===== src/rtl/range_sum_caller_if.sv =====
// rtl/range_sum_caller_if.sv - generator-protocol bundle between a driver, range_sum_caller and its callee
//
// Purpose: groups the upstream call/result handshake and the downstream
// callee handshake of range_sum_caller into one interface.
// Upstream side : base/limit/step, _start, _ready in; _valid, _done, _0 (sum), _1 (count) out.
// Callee side   : g_base/g_limit/g_step, g_start, g_ready out; g_valid, g_done, g_0 in.
// Modports      : slave  = the range_sum_caller view,
//                 master = the environment view (driver plus callee).
interface range_sum_caller_if #(
  parameter int WIDTH     = 32,
  parameter int CNT_WIDTH = 16
);
  logic signed [WIDTH-1:0] base;
  logic signed [WIDTH-1:0] limit;
  logic signed [WIDTH-1:0] step;
  logic                    _start;
  logic                    _ready;
  logic                    _valid;
  logic                    _done;
  logic signed [WIDTH-1:0] _0;
  logic [CNT_WIDTH-1:0]    _1;

  logic signed [WIDTH-1:0] g_base;
  logic signed [WIDTH-1:0] g_limit;
  logic signed [WIDTH-1:0] g_step;
  logic                    g_start;
  logic                    g_ready;
  logic                    g_valid;
  logic                    g_done;
  logic signed [WIDTH-1:0] g_0;

  modport slave (
    input  base, limit, step, _start, _ready, g_valid, g_done, g_0,
    output _valid, _done, _0, _1, g_base, g_limit, g_step, g_start, g_ready
  );

  modport master (
    output base, limit, step, _start, _ready, g_valid, g_done, g_0,
    input  _valid, _done, _0, _1, g_base, g_limit, g_step, g_start, g_ready
  );
endinterface


===== src/rtl/range_sum_caller.sv =====
// rtl/range_sum_caller.sv - calls a range generator, sums its yields and returns {sum, count}
//
// Purpose: consumer end of the generator ready/valid protocol. Latches a call
// (base, limit, step), pulses g_start to the callee for one cycle, accepts
// every yield while in COLLECT, and presents the wrapped sum and saturating
// count upstream as a single yield held until _ready.
// Ports:
//   _clock  - clock, all state on rising edge
//   _reset  - asynchronous active-low reset
//   bus     - range_sum_caller_if.slave (upstream call/result and callee signals)
module range_sum_caller #(
  parameter int WIDTH     = 32,
  parameter int CNT_WIDTH = 16
) (
  input logic             _clock,
  input logic             _reset,
  range_sum_caller_if.slave bus
);

  typedef enum logic [1:0] {IDLE, CALL, COLLECT, RESULT} state_e;

  localparam logic [CNT_WIDTH-1:0] CNT_ONE = 1;
  localparam logic [CNT_WIDTH-1:0] CNT_MAX = '1;

  state_e                  state_q, state_d;
  logic signed [WIDTH-1:0] g_base_q, g_base_d;
  logic signed [WIDTH-1:0] g_limit_q, g_limit_d;
  logic signed [WIDTH-1:0] g_step_q, g_step_d;
  logic                    g_start_q, g_start_d;
  logic signed [WIDTH-1:0] sum_q, sum_d;
  logic [CNT_WIDTH-1:0]    count_q, count_d;
  logic signed [WIDTH-1:0] res_sum_q, res_sum_d;
  logic [CNT_WIDTH-1:0]    res_cnt_q, res_cnt_d;
  logic                    valid_q, valid_d;
  logic                    done_q, done_d;

  // Accumulators including the yield offered this cycle, so a yield that
  // arrives together with g_done still lands in the result.
  logic signed [WIDTH-1:0] sum_inc;
  logic [CNT_WIDTH-1:0]    cnt_inc;

  always_comb begin
    sum_inc = sum_q + (bus.g_valid ? bus.g_0 : '0);
    cnt_inc = (bus.g_valid && (count_q != CNT_MAX)) ? count_q + CNT_ONE : count_q;

    state_d   = state_q;
    g_base_d  = g_base_q;
    g_limit_d = g_limit_q;
    g_step_d  = g_step_q;
    g_start_d = g_start_q;
    sum_d     = sum_q;
    count_d   = count_q;
    res_sum_d = res_sum_q;
    res_cnt_d = res_cnt_q;
    valid_d   = valid_q;
    done_d    = done_q;

    case (state_q)
      IDLE: ;
      CALL: begin
        // Callee's g_valid/g_done still describe its previous call here.
        g_start_d = 1'b0;
        state_d   = COLLECT;
      end
      COLLECT: begin
        sum_d   = sum_inc;
        count_d = cnt_inc;
        if (bus.g_done) begin
          res_sum_d = sum_inc;
          res_cnt_d = cnt_inc;
          valid_d   = 1'b1;
          state_d   = RESULT;
        end
      end
      RESULT: begin
        if (bus._ready) begin
          valid_d = 1'b0;
          done_d  = 1'b1;
          state_d = IDLE;
        end
      end
      default: state_d = IDLE;
    endcase

    // A new call aborts whatever is in flight and wins over all of the above.
    if (bus._start) begin
      g_base_d  = bus.base;
      g_limit_d = bus.limit;
      g_step_d  = bus.step;
      g_start_d = 1'b1;
      sum_d     = '0;
      count_d   = '0;
      valid_d   = 1'b0;
      done_d    = 1'b0;
      state_d   = CALL;
    end
  end

  always_ff @(posedge _clock or negedge _reset) begin
    if (!_reset) begin
      state_q   <= IDLE;
      g_base_q  <= '0;
      g_limit_q <= '0;
      g_step_q  <= '0;
      g_start_q <= 1'b0;
      sum_q     <= '0;
      count_q   <= '0;
      res_sum_q <= '0;
      res_cnt_q <= '0;
      valid_q   <= 1'b0;
      done_q    <= 1'b1;
    end else begin
      state_q   <= state_d;
      g_base_q  <= g_base_d;
      g_limit_q <= g_limit_d;
      g_step_q  <= g_step_d;
      g_start_q <= g_start_d;
      sum_q     <= sum_d;
      count_q   <= count_d;
      res_sum_q <= res_sum_d;
      res_cnt_q <= res_cnt_d;
      valid_q   <= valid_d;
      done_q    <= done_d;
    end
  end

  assign bus.g_base  = g_base_q;
  assign bus.g_limit = g_limit_q;
  assign bus.g_step  = g_step_q;
  assign bus.g_start = g_start_q;
  assign bus.g_ready = (state_q == COLLECT);
  assign bus._valid  = valid_q;
  assign bus._done   = done_q;
  assign bus._0      = res_sum_q;
  assign bus._1      = res_cnt_q;

endmodule

===== src/flat_wrapper.sv =====
// flat-port wrapper written by rule: the top's interface ports become plain ports
module range_sum_caller_flat 
#(
  parameter int WIDTH     = 32,
  parameter int CNT_WIDTH = 16
)
  (_clock, _reset, bus_base, bus_limit, bus_step, bus__start, bus__ready, bus_g_valid, bus_g_done, bus_g_0, bus__valid, bus__done, bus__0, bus__1, bus_g_base, bus_g_limit, bus_g_step, bus_g_start, bus_g_ready);
  range_sum_caller_if #(.WIDTH(WIDTH), .CNT_WIDTH(CNT_WIDTH)) bus_i ();
  input logic _clock;
  input logic _reset;
  input wire logic [$bits(bus_i.base)-1:0] bus_base;
  input wire logic [$bits(bus_i.limit)-1:0] bus_limit;
  input wire logic [$bits(bus_i.step)-1:0] bus_step;
  input wire logic [$bits(bus_i._start)-1:0] bus__start;
  input wire logic [$bits(bus_i._ready)-1:0] bus__ready;
  input wire logic [$bits(bus_i.g_valid)-1:0] bus_g_valid;
  input wire logic [$bits(bus_i.g_done)-1:0] bus_g_done;
  input wire logic [$bits(bus_i.g_0)-1:0] bus_g_0;
  output wire logic [$bits(bus_i._valid)-1:0] bus__valid;
  output wire logic [$bits(bus_i._done)-1:0] bus__done;
  output wire logic [$bits(bus_i._0)-1:0] bus__0;
  output wire logic [$bits(bus_i._1)-1:0] bus__1;
  output wire logic [$bits(bus_i.g_base)-1:0] bus_g_base;
  output wire logic [$bits(bus_i.g_limit)-1:0] bus_g_limit;
  output wire logic [$bits(bus_i.g_step)-1:0] bus_g_step;
  output wire logic [$bits(bus_i.g_start)-1:0] bus_g_start;
  output wire logic [$bits(bus_i.g_ready)-1:0] bus_g_ready;
  assign bus_i.base = bus_base;
  assign bus_i.limit = bus_limit;
  assign bus_i.step = bus_step;
  assign bus_i._start = bus__start;
  assign bus_i._ready = bus__ready;
  assign bus_i.g_valid = bus_g_valid;
  assign bus_i.g_done = bus_g_done;
  assign bus_i.g_0 = bus_g_0;
  assign bus__valid = bus_i._valid;
  assign bus__done = bus_i._done;
  assign bus__0 = bus_i._0;
  assign bus__1 = bus_i._1;
  assign bus_g_base = bus_i.g_base;
  assign bus_g_limit = bus_i.g_limit;
  assign bus_g_step = bus_i.g_step;
  assign bus_g_start = bus_i.g_start;
  assign bus_g_ready = bus_i.g_ready;
  range_sum_caller #(.WIDTH(WIDTH), .CNT_WIDTH(CNT_WIDTH)) u_core (._clock(_clock), ._reset(_reset), .bus(bus_i));
endmodule

===== config.mk =====
export PLATFORM = sky130hd
export DESIGN_NAME = range_sum_caller_flat
export DESIGN_NICKNAME = d
export VERILOG_FILES = /design/src/rtl/range_sum_caller_if.sv /design/src/rtl/range_sum_caller.sv /design/src/flat_wrapper.sv
export SDC_FILE = /design/constraint.sdc
export NUM_CORES = 1
export LEC_CHECK = 0
export BUFFER_PORTS_ARGS = -buffer_cell sky130_fd_sc_hd__buf_2
export CORE_ASPECT_RATIO = 1.1
export CORE_MARGIN = 2
export CORE_UTILIZATION = 39
export CTS_CLUSTER_DIAMETER = 80
export DETAILED_ROUTE_END_ITERATION = 8
export GPL_ROUTABILITY_DRIVEN = 0
export SLEW_MARGIN = 20
export SYNTH_ARGS = -nofsm -noshare
export SYNTH_HDL_FRONTEND = slang
export SYNTH_SLANG_ARGS = --single-unit

===== constraint.sdc =====
create_clock -name _clock -period 3.2 [get_ports _clock]
set_input_delay 0.16 -clock _clock [delete_from_list [all_inputs] [get_ports _clock]]
set_output_delay 0.16 -clock _clock [all_outputs]
set_load 0.1 [all_outputs]

# Word level (Yosys, flattened, before mapping)
# Cells that the tools add are included.
[totals]
regBits = 197
latch_bits = 0
ramBits = 0
rom_bits = 0
out_inout_bits = 148
elab_cells = 49
mem_count = 0
[op_classes]
addsub = 2
n_mul = 0
div_mod_pow = 0
order_cmp = 0
n_eq_ne = 6
shifts = 0
muxes = 19
bitwise = 0
n_reduce_logical = 11
[op_table]
columns = ["op", "n"]
rows = [
  ["2-to-1 mux 32 bit", 3],
  ["2-to-1 mux 16 bit", 3],
  ["adder 32 bit", 1],
  ["adder 16 x 1 -> 16 bit, second input constant", 1],
  ["!= test 16 bit, second input constant", 1],
  ["2-to-1 mux 1 bit", 8],
  ["nonzero test 2 bit", 4],
  ["2-to-1 mux 2 bit", 3],
  ["!= test 3 bit, second input constant", 2],
  ["case mux 2 bit (3 select lines)", 1],
  ["AND reduction 3 bit", 2],
  ["== test 2 bit, second input constant", 2],
  ["AND reduction 2 bit", 2],
  ["nonzero test 4 bit", 1],
  ["nonzero test 3 bit", 1],
  ["== test 2 x 1 -> 1 bit, second input constant", 1],
  ["case mux 1 bit (2 select lines)", 1],
  ["logical AND 1 bit", 1],
]

# Logic depth before layout (Yosys ltp)
[logic_depth]
word_depth = 5
mapped_depth = 11

# Worst setup path after synthesis
# No wires, ideal clock.
[synth_path]
path_type = "input-to-reg"
from = "in bus_g_valid"
to = "reg u_core.sum_q[28]"
setup_ps = 122
arrival_time_ps = 2449
setup_slack_ps = 629
path_stages = 11
cell_sequence = "clkbuf_1 > and2_1 > ha_1 > fa_1 > a21o_2 > a31oi_2 > or3b_4 > a21boi_2 > o2111a_1 > or3_1 > a32o_1"
[synth_via]
elab_chain_cells = 4
[synth_rtl]
columns = ["element", "line_no", "text"]
rows = [
  ["from (decl)", "flat_wrapper.sv:16", "input wire logic [$bits(bus_i.g_valid)-1:0] bus_g_valid;"],
  ["2-to-1 mux 32 bit", "range_sum_caller.sv:43", "sum_inc = sum_q + (bus.g_valid ? bus.g_0 : '0);"],
  ["adder 32 bit", "range_sum_caller.sv:43", ""],
  ["2-to-1 mux 32 bit", "range_sum_caller.sv:58", "case (state_q)"],
  ["2-to-1 mux 32 bit", "range_sum_caller.sv:86", "if (bus._start) begin"],
  ["to (signal assigned)", "range_sum_caller.sv:118", "sum_q <= sum_d;"],
  ["to (decl)", "range_sum_caller.sv:30", "logic signed [WIDTH-1:0] sum_q, sum_d;"],
]
# No other way between the ends. The select of a mux whose other input is x is not followed.
# A chain may end at the register's enable or synchronous reset.

# Worst setup path in the final report
[layout_path]
from = "reg u_core.sum_q[0]"
to = "reg u_core.sum_q[28]"
[layout_via]
elab_chain_cells = 3
[layout_rtl]
columns = ["element", "line_no"]
rows = [
  ["adder 32 bit", "range_sum_caller.sv:43"],
  ["2-to-1 mux 32 bit", "range_sum_caller.sv:58"],
  ["2-to-1 mux 32 bit", "range_sum_caller.sv:86"],
]
# No other way between the ends. The select of a mux whose other input is x is not followed.

==> results.md <==
- Setup fix buffers added after clock tree synthesis: 0
- Sum of negative setup slack: 0 ns
- Number of synthesis warnings: 0
- Global routing's busiest layer: met2
- Final-report setup violation count: 0
- Top-level port count: 282
- Number of synthesized flops with an enable pin: 0
- Residual overflow from global routing: 0
- GRT Resource Usage Total: between 20% and 30%
- DRC viols: 0
- Crit-path leading delay family: compound AO/OA/AOI/OAI gates
- Wire length of the first global-routing pass: approximately 46,000 um
- Clk Latency, worst-skew pair: 0.44 ns
- Global Route met3 Usage: approximately 6.4%
- Cell count after placement: 1,491
- H-tree depth: 4
- Worst rel slew slack: between 30 and 40%
- Antenna-violating nets left: 0
- Ordered list of cells on the worst path: ha_1 -> fa_1 -> a21o_2 -> a31oi_2 -> or3b_4 -> a21boi_2 -> o2111a_1 -> or3_1 -> a32o_1
- Worst path bufs/invs: 0
- IR Drop Worst-Case VDD: approximately 0.42 mV
- Met2 layer usage reported by global route: 37.2%
- Area of the core: 25,100 um^2
- Post-synthesis cell type count: between 60 and 70
- Syn_area_per_cell: 10.7 um^2
- First drt pass iteration count: 5
- # resized after CTS: 0
- FF-to-FF Start: u_core.sum_q[0]$_DFFE_PN0N_
- Power Total: slightly above 8 mW
- Start-to-end type of the worst setup path: reg -> reg
- Gate Count Post-Synth: 929
- Origin of the worst setup path: u_core.sum_q[0]$_DFFE_PN0N_
- Maximum number of pins on one net before global-route repair: 75
- Setup crit end kind: flip-flop
- Net count of the mapped netlist: between 1k and 1.5k
- Vias in the first global route: just under 9k
- Leading cell type by number of instances after synthesis: sky130_fd_sc_hd__dfrtp_1
- Clk slew on worst S/H paths: 0.08 ns
- Cell area after synthesis: 9900 um^2
- Status: finished clean
- Max-cap violation count: 0
- Largest clock skew in the final design: ~0.017 ns
- Global routing usage on met1: between 20% and 30%
- Post-DP HPWL: 21,100 um
- Antenna violations before repair: 6
- Iteration-0 DRC Markers: between 300 and 400
- Static leakage: approximately 6.4 nW
- Worst Path Required: between 3 and 4 ns
- Number of endpoints with negative hold slack in the final report: 0
- Min-delay src: bus_step[7]
- Routed Wire Length: 29,400 um
- Async set or reset register ratio after synthesis: 100%
- Tightest Hold Check Type: in -> reg
- Placement row count: 61
- Fraction of the yosys area taken by sequential cells: approximately half
- Port Buf Inserts: ~280
- Most frequent cells after synthesis: 196 x sky130_fd_sc_hd__dfrtp_1, 109 x sky130_fd_sc_hd__nand2_1, 103 x sky130_fd_sc_hd__mux2_2, 57 x sky130_fd_sc_hd__a21oi_1, 54 x sky130_fd_sc_hd__o21ai_0
- CTS tree: built
- Worst-path maximum fanout: 4
- Horizontal die dimension: ~160 um
- Final number of max-transition violations: 0
- Max incr delay on CP: 0.40 ns
- Crit share post-route: between 80% and 90%
- Total Die Area: between 20,000 and 30,000 um^2
- Fin cells: between 1.5k and 2k
- Slowest stage cell, crit path: sky130_fd_sc_hd__fa_1
- Max frequency: between 0.3 and 0.4 GHz
- Top_reg_cell synth: sky130_fd_sc_hd__dfrtp_1
- DIE HEIGHT: between 150 and 200 um
- WP data arrival: 3.07 ns
- CTS root buf: sky130_fd_sc_hd__clkbuf_16
- Area growth syn-to-layout: 34.0%
- Final worst path period need: roughly 2.7 ns
- Area share of the largest cell type after synthesis: between 40% and 50%
- Starting utilization of the core area: between 30% and 40%
- Cts bufs inserted: 17
- Critical path launch point type: flip-flop
- Via-to-Cell Ratio: just over 5
- Nets@finish: ~1.5k
- Proportion of layout cells with a drive suffix above 1: between 30% and 40%
- P per Cell Area: approximately 610 nW/um^2
- Routed length per instance: between 15 and 20 um
- Buffers from clock root to sink, at most: 2
- Actual transition at the worst max-transition pin: 0.944 ns
- Library cell occupying the most area in the post-synthesis netlist: sky130_fd_sc_hd__dfrtp_1
- Routed vias: between 8k and 9k
- Setup repair after global routing missed its margin: false
- Ranking of synthesized cells by area: sky130_fd_sc_hd__dfrtp_1 50%, sky130_fd_sc_hd__mux2_2 12%, sky130_fd_sc_hd__nand2_1 4.1%
- Sinks on the clock net: roughly 200
- Flop and latch count out of synthesis: ~200
==> worst register-to-register path, cell delays in order (launching register included) <==
cell,delay [ns]
sky130_fd_sc_hd__dfrtp_1,0.39
sky130_fd_sc_hd__ha_1,0.23
sky130_fd_sc_hd__fa_1,0.40
sky130_fd_sc_hd__a21o_2,0.23
sky130_fd_sc_hd__a31oi_2,0.21
sky130_fd_sc_hd__or3b_4,0.20
sky130_fd_sc_hd__a21boi_2,0.08
sky130_fd_sc_hd__o2111a_1,0.27
sky130_fd_sc_hd__or3_1,0.35
sky130_fd_sc_hd__a32o_1,0.27
==> cell families after synthesis <==
logic type      Yosys count  synth area share (%)
compound gates          198                  13.1
flops                   197                  49.8
fa+ha+maj                33                  4.25
xor+xnor                 45                  3.98
mux                     107                  12.1
buf+inv                  57                  2.29
simple gates            292                  14.5
==> final timing paths <==
check                                                   end  slack [ns]  depth (start not counted)
setup / recovery               u_core.sum_q[28]$_DFFE_PN0N_        0.47                          9
hold / removal             u_core.bus.g_step[7]$_DFFE_PN0P_        0.05                          2
setup reg to reg               u_core.sum_q[28]$_DFFE_PN0N_        0.47                          9
hold reg to reg                u_core.bus._done$_DFFE_PN1P_        0.46                          2
max in group asynchronous      u_core.bus._1[7]$_DFFE_PN0P_        2.04                          3
min in group asynchronous  u_core.bus.g_base[6]$_DFFE_PN0P_        0.29                          2
==> metal layers <==
| metal | wire length [um] | share of wire, % | vias up |
|---|---|---|---|
| li1 | - | - | 4019 |
| met1 | 12300 | 42 | 4081 |
| met2 | 14400 | 49 | 268 |
| met3 | 1950 | 6.6 | 46 |
| met4 | 668 | 2.3 | 4 |
| met5 | 23 | 0.078 | - |
==> stage by stage <==
stage               hold WS [ns]  area [um^2]  utilization [%]  worst slack (ns)
floorplan                 -0.136         9900                -             0.629
global placement           0.222        11700             46.4             0.283
detailed placement         0.224        11700             46.4             0.232
CTS                       0.0195        13300             52.8             0.475
global route              0.0252        13300             52.8             0.340
finish                    0.0503        13300             52.8             0.466
==> state kept, by name, summed over array words and instances (netlist names), 2 cells and up <==
register and cells:
u_core.bus.g_limit 32, u_core.bus._0 32, u_core.bus._1 16, u_core.sum_q 32, u_core.state_q 2, u_core.bus.g_base 32, u_core.count_q 16, u_core.bus.g_step 32
==> layout make-up <==
cell class                 count  area, um^2
fill                        2243       11900
sequential                   197        4930
multi-input combinational    675        4740
timing repair buffer         392        2510
clock buffer                  18         439
tap                          315         394
clock inverter                14         203
inverter                       7        26.3
antenna                        4        10.0
==> power breakdown <==
part           total [mW]  leakage, nW  switching (mW)  internal [mW]
Sequential           2.87         2.48           0.138           2.74
Combinational        2.84         3.57            2.27          0.571
Clock                2.33        0.313            1.10           1.23
==> what timing repair did <==
item / 4_1_cts / 5_1_grt
hold buffers: 95 / 0
endpoints found under the setup margin: 0 / 0
endpoints found under the hold margin: 163 / 0
==> layout by cell type, fill, tap and decap left out, types with 13 or more instances in the layout <==
| cell type | synthesis | routed |
|---|---|---|
| sky130_fd_sc_hd__buf_2 | 4 | 279 |
| sky130_fd_sc_hd__dfrtp_1 | 196 | 196 |
| sky130_fd_sc_hd__nand2_1 | 109 | 108 |
| sky130_fd_sc_hd__mux2_2 | 103 | 103 |
| sky130_fd_sc_hd__dlygate4sd3_1 | 0 | 95 |
| sky130_fd_sc_hd__a21oi_1 | 57 | 57 |
| sky130_fd_sc_hd__o21ai_0 | 54 | 54 |
| sky130_fd_sc_hd__nor2_1 | 48 | 48 |
| sky130_fd_sc_hd__and2_1 | 42 | 42 |
| sky130_fd_sc_hd__ha_1 | 32 | 32 |
| sky130_fd_sc_hd__xnor2_1 | 24 | 24 |
| sky130_fd_sc_hd__nand3_1 | 22 | 22 |
| sky130_fd_sc_hd__xor2_1 | 21 | 21 |
| sky130_fd_sc_hd__a21o_1 | 18 | 18 |
| sky130_fd_sc_hd__nand4_1 | 18 | 18 |
| sky130_fd_sc_hd__clkbuf_16 | 0 | 17 |
| sky130_fd_sc_hd__buf_4 | 0 | 15 |
| sky130_fd_sc_hd__or3_1 | 13 | 13 |
(Power assumes the default switching activity.)
